File: src/rtl/flow_led_ctrl.sv
// flow_led_ctrl
//   Running-light controller for the board LED bank. A one-hot pattern
//   advances once per programmable step interval. There are four display
//   modes: rotate left, rotate right, bounce and blink-all.
//
//   Parameters
//     LED_NUM      number of LEDs driven (2..32)
//     TICK_CYCLES  clock cycles per step at speed 0 (>= 8, fits in 32 bits)
//
//   Ports
//     clk    in   system clock, rising edge
//     rst_n  in   synchronous active-low reset
//     mode   in   00 rotate left, 01 rotate right, 10 bounce, 11 blink-all
//     speed  in   step interval = TICK_CYCLES >> speed
//     pause  in   freezes the prescaler and the pattern
//     led    out  registered LED drive, 1 = on
//     tick   out  registered one-cycle strobe, high when led shows a new step
module flow_led_ctrl #(
  parameter int LED_NUM     = 4,
  parameter int TICK_CYCLES = 25000000
) (
  input  logic               clk,
  input  logic               rst_n,
  input  logic [1:0]         mode,
  input  logic [1:0]         speed,
  input  logic               pause,
  output logic [LED_NUM-1:0] led,
  output logic               tick
);

  typedef enum logic [1:0] {
    MODE_ROTL   = 2'b00,
    MODE_ROTR   = 2'b01,
    MODE_BOUNCE = 2'b10,
    MODE_BLINK  = 2'b11
  } mode_t;

  typedef enum logic {
    DIR_LEFT  = 1'b0,
    DIR_RIGHT = 1'b1
  } dir_t;

  localparam logic [31:0]        TICK_BASE = 32'(TICK_CYCLES);
  localparam logic [LED_NUM-1:0] LED_FIRST = {{(LED_NUM-1){1'b0}}, 1'b1};

  mode_t              active_mode;
  mode_t              mode_in;
  dir_t               dir;
  dir_t               dir_step;
  logic [31:0]        cnt;
  logic [31:0]        limit;
  logic [LED_NUM-1:0] led_step;
  logic [LED_NUM-1:0] led_start;
  logic               mode_change;
  logic               step_due;

  assign mode_in = mode_t'(mode);

  // The limit is recomputed every cycle from the live speed input. The
  // prescaler therefore follows a speed change without restarting. The >=
  // compare lets an overshot count fire on the next edge.
  assign limit       = (TICK_BASE >> speed) - 32'd1;
  assign mode_change = (mode_in != active_mode);
  assign step_due    = !pause && (cnt >= limit);

  // Start pattern for the mode being entered.
  always_comb begin
    led_start = LED_FIRST;
    if (mode_in == MODE_BLINK) begin
      led_start = '1;
    end
  end

  // Pattern and direction that the next step will show.
  // In bounce mode the direction turns as soon as an end bit lights. Each
  // end is therefore shown for a single step only.
  always_comb begin
    led_step = led;
    dir_step = dir;
    case (active_mode)
      MODE_ROTL: led_step = {led[LED_NUM-2:0], led[LED_NUM-1]};
      MODE_ROTR: led_step = {led[0], led[LED_NUM-1:1]};
      MODE_BOUNCE: begin
        if (dir == DIR_LEFT) begin
          led_step = led << 1;
          if (led_step[LED_NUM-1]) begin
            dir_step = DIR_RIGHT;
          end
        end else begin
          led_step = led >> 1;
          if (led_step[0]) begin
            dir_step = DIR_LEFT;
          end
        end
      end
      MODE_BLINK: led_step = ~led;
      default: led_step = led;
    endcase
  end

  // A mode change wins over pause and over a coincident step. It restarts
  // the interval from zero and never raises tick.
  always_ff @(posedge clk) begin
    if (!rst_n) begin
      cnt         <= '0;
      led         <= LED_FIRST;
      tick        <= 1'b0;
      dir         <= DIR_LEFT;
      active_mode <= MODE_ROTL;
    end else begin
      active_mode <= mode_in;
      tick        <= 1'b0;
      if (mode_change) begin
        led <= led_start;
        cnt <= '0;
        dir <= DIR_LEFT;
      end else if (!pause) begin
        if (step_due) begin
          cnt  <= '0;
          led  <= led_step;
          dir  <= dir_step;
          tick <= 1'b1;
        end else begin
          cnt <= cnt + 32'd1;
        end
      end
    end
  end

endmodule

File: config.mk
export PLATFORM = sky130hd
export DESIGN_NAME = flow_led_ctrl
export DESIGN_NICKNAME = d
export VERILOG_FILES = /design/src/rtl/flow_led_ctrl.sv
export SDC_FILE = /design/constraint.sdc
export NUM_CORES = 1
export LEC_CHECK = 0
export BUFFER_PORTS_ARGS = -buffer_cell sky130_fd_sc_hd__buf_2
export CAP_MARGIN = 25
export CELL_PAD_IN_SITES_DETAIL_PLACEMENT = 1
export CELL_PAD_IN_SITES_GLOBAL_PLACEMENT = 2
export CORE_MARGIN = 1
export CORE_UTILIZATION = 30
export CTS_BUF_LIST = sky130_fd_sc_hd__clkbuf_16
export CTS_CLUSTER_DIAMETER = 150
export DETAILED_ROUTE_END_ITERATION = 6
export PLACE_DENSITY_LB_ADDON = 0.1
export RECOVER_POWER = 100
export SYNTH_ARGS = -nofsm -noshare
export SYNTH_HDL_FRONTEND = slang
export SYNTH_SLANG_ARGS = --single-unit
File: constraint.sdc
create_clock -name clk -period 6.1 [get_ports clk]
set_input_delay 0.61 -clock clk [delete_from_list [all_inputs] [get_ports clk]]
set_output_delay 0.61 -clock clk [all_outputs]
set_load 0.01 [all_outputs]
==> metrics <==
outcome=finished, final reports clean; worst endpoint data arrival time=between 3 and 4 ns; Mapped Avg Cell Area=~8 um^2; Worst R2R Start=cnt[29]$_SDFFE_PP0N_; Root Buffer=clkbuf_16; CP Capture Type=flip-flop; Via Count=2138; Cell Pwr Density=approximately 230 nW/um^2; DIE WIDTH=93.7 um; Synth Instances=307; most frequent cells in the layout=nor2_1, dfxtp_1, nand2_1, ha_1, a21oi_1; crit-path max cell delay=around 0.84 ns; placed cell count=423; initial core utilization=0.309; top cell type's share of synthesized area=0.317; Worst slew margin=0.279; crit-path cells=clkbuf_1 > nand2_1 > ha_1 > nand2_1 > or3_1 > or4_1 > or3_1 > nand3_1 > clkbuf_1 > nor2_1; H-tree Lvls=2; most area-hungry cell type in the Yosys netlist=dfxtp_1; drt drc=0; global-route wire length before repair=10700 um; Synth area leaders=dfxtp_1, ha_1, nor2_1, xnor2_1, xor2_1; sw power=0.000142 W; drt total wl=6220 um; max cap viols=0; detailed-route wire length per cell=14.5 um; min Tclk post-route=approximately 3.8 ns; Worst path top cell family by delay=simple AND/OR/NAND/NOR gates; largest family of logic cells by synthesized area=simple AND/OR/NAND/NOR gates; Max IR drop VDD=0.115 mV; Buffers on Ports=11; global placement routability congestion=0.757; Final Skew=0.00661 ns; Final period util=0.625; Logic pwr share=0.063; xor and xnor fraction of the mapped netlist area=0.108; HP Start=cnt[1]$_SDFFE_PP0N_; HP Class=flip-flop to flip-flop; Post-Synth Adder-Cell Area=0.144; clock sinks=40; Final Setup Violations=0; diode count=0; remaining global-route overflow=0; initial antenna violation count=0; LEAKAGE=1.15 nW; Clock Latency Late Sink=roughly 0.29 ns; area of the mapped netlist=2520 um^2; critical path depth=10; FMAX=about 260 MHz; sequential element share of the synthesized area=0.317; clock slew at reported path FFs=0.06 ns; Buf/Inv on CP=2; TritonCTS Buffers=5; asr flop ratio synth=0; post-route cell area=2870 um^2; Setup crit start kind=input pin; Hold-fix buffers, CTS=0; Post-CTS Repair Setup Buffers=0; fin cells=430; Die Ht=93.7 um; Worst Max-Slew Pin Slew=1.08 ns; hpwl dp=4790 um; die area=8790 um^2; Most used DFF post-synth=dfxtp_1; critical path's slowest cell=clkbuf_1; part of the power in registers=0.412; via/cell ratio=about 5; dpl cell area=2700 um^2; Internal Power=0.000511 W; Synth warnings=0; RSZ-0062 raised after global routing=no; max-slew violation count=0; share of layout cells above drive strength 1=0.0554; Core Region=between 8000 and 9000 um^2; Compound-Gate Fraction of Synth Area=0.110; CTS max path bufs=2; Detail Route Antenna Nets=0; Synth Area in Simple Gates=0.270; number of synthesized flops with an enable pin=0; Final WS setup=2.29 ns; largest net degree at the start of global routing=22; synth unique cells=43; Layout area overhead=13.5%; Worst R2R End=cnt[25]$_SDFFE_PP0N_; worst-path fanout max=21; required time of the critical path=6.23 ns; starting DRC count in detailed routing=22; Pre-antenna DRT Iters=4; Fill cells=1007; Worst Setup Path Type=input pin to flip-flop; hold path depth=2; TritonCTS clock tree=yes; # rows=33; commonest non-fill, non-tap cell in the layout=nor2_1; sw frac=0.217; Total Power=0.000652 W; post-synthesis mux area share=0.00446; hold endpoint=cnt[1]$_SDFFE_PP0N_; gr usage total=0.160; worst slack, placed=2.31 ns; fin nets=approximately 360; Setup TNS=0 ns; reg-to-reg setup timing slack=2.42 ns; register bit count reported by yosys=40; Worst Reg-to-Reg Cells=8; Fin. Hold Viols=0; post-cts sizing count=0; num ports=12; vias in the first global route=2110; Clk network pwr share=0.525
==> cell type report <==
class                      count  area [um^2]  area share
clock buffer                   5          125      0.0437
clock inverter                 2         60.1      0.0210
inverter                      15         56.3      0.0197
multi-input combinational    250         1630       0.570
sequential                    40          801       0.279
tap                          105          131      0.0459
timing repair buffer          13         57.6      0.0201
==> routing by layer <==
| layer | GRT usage | vias to the layer above | wire length (um) |
|---|---|---|---|
| li1 | - | 1095 | - |
| met5 | 0 | - | 0 |
| met1 | 0.221 | 1022 | 3310 |
| met4 | 0.0462 | 0 | 77 |
| met2 | 0.246 | 13 | 2710 |
| met3 | 0.0340 | 8 | 120 |
==> metrics by stage <==
stage / util / hold WS, ns
CTS: 0.352 / 0.503
finish: 0.350 / 0.493
global placement: 0.330 / 0.473
global route: 0.350 / 0.536
floorplan: - / 0.453
detailed placement: 0.330 / 0.494
==> worst reg2reg max path: stages, from the launching register on <==
cell and delay (ns):
dfxtp_1 0.35, ha_1 0.34, nand4_2 0.16, or3_1 0.39, or4_1 0.52, or3_1 0.45, nand3_1 0.35, clkbuf_1 0.85
nor2_1 0.13
==> cells by family (layout without fill, tap and decap cells) <==
kind of cell               Yosys count  after routing
muxes                                1              1
DFF                                 40             40
and+or+nand+nor                    138            138
other                                2              9
buffers and inverters               24             35
AOI/OAI and AO/OA                   42             42
xor gates and xnor gates            31             31
adders and majority gates           29             29
==> synthesized netlist by cell type, types with 5 or more instances <==
| master | count |
|---|---|
| nor3_1 | 6 |
| dfxtp_1 | 40 |
| ha_1 | 29 |
| xor2_1 | 14 |
| nand3_1 | 15 |
| nor2_1 | 46 |
| nor2b_1 | 5 |
| inv_1 | 15 |
| a221oi_1 | 5 |
| nand4_1 | 8 |
| xnor2_1 | 17 |
| a21oi_1 | 18 |
| nand2_1 | 31 |
==> sequential cells by signal, summed over array words and instances (netlist names) <==
| signal | count |
|---|---|
| cnt | 32 |
| led | 4 |
| active_mode | 2 |
| dir | 1 |
| tick | 1 |
==> power groups by stage <==
| stage | Combinational [W] | Clock, W | Sequential (W) |
|---|---|---|---|
| after floorplan | 0.0000300 | 0 | 0.000274 |
| after global placement | 0.0000427 | 0 | 0.000275 |
| after detailed placement | 0.0000429 | 0 | 0.000275 |
| after CTS | 0.0000430 | 0.000349 | 0.000269 |
| after global routing | 0.0000479 | 0.000362 | 0.000269 |
| final | 0.0000409 | 0.000342 | 0.000269 |
==> worst max-delay path by stage <==
stage / from / endpoint
finish: speed[0] / cnt[25]$_SDFFE_PP0N_
global route: speed[0] / cnt[5]$_SDFFE_PP0N_
global placement: speed[0] / cnt[29]$_SDFFE_PP0N_
CTS: speed[0] / cnt[4]$_SDFFE_PP0N_
detailed placement: speed[0] / cnt[13]$_SDFFE_PP0N_
floorplan: speed[0] / cnt[25]$_SDFFE_PP0N_
Power figures use the tool's default switching activity.
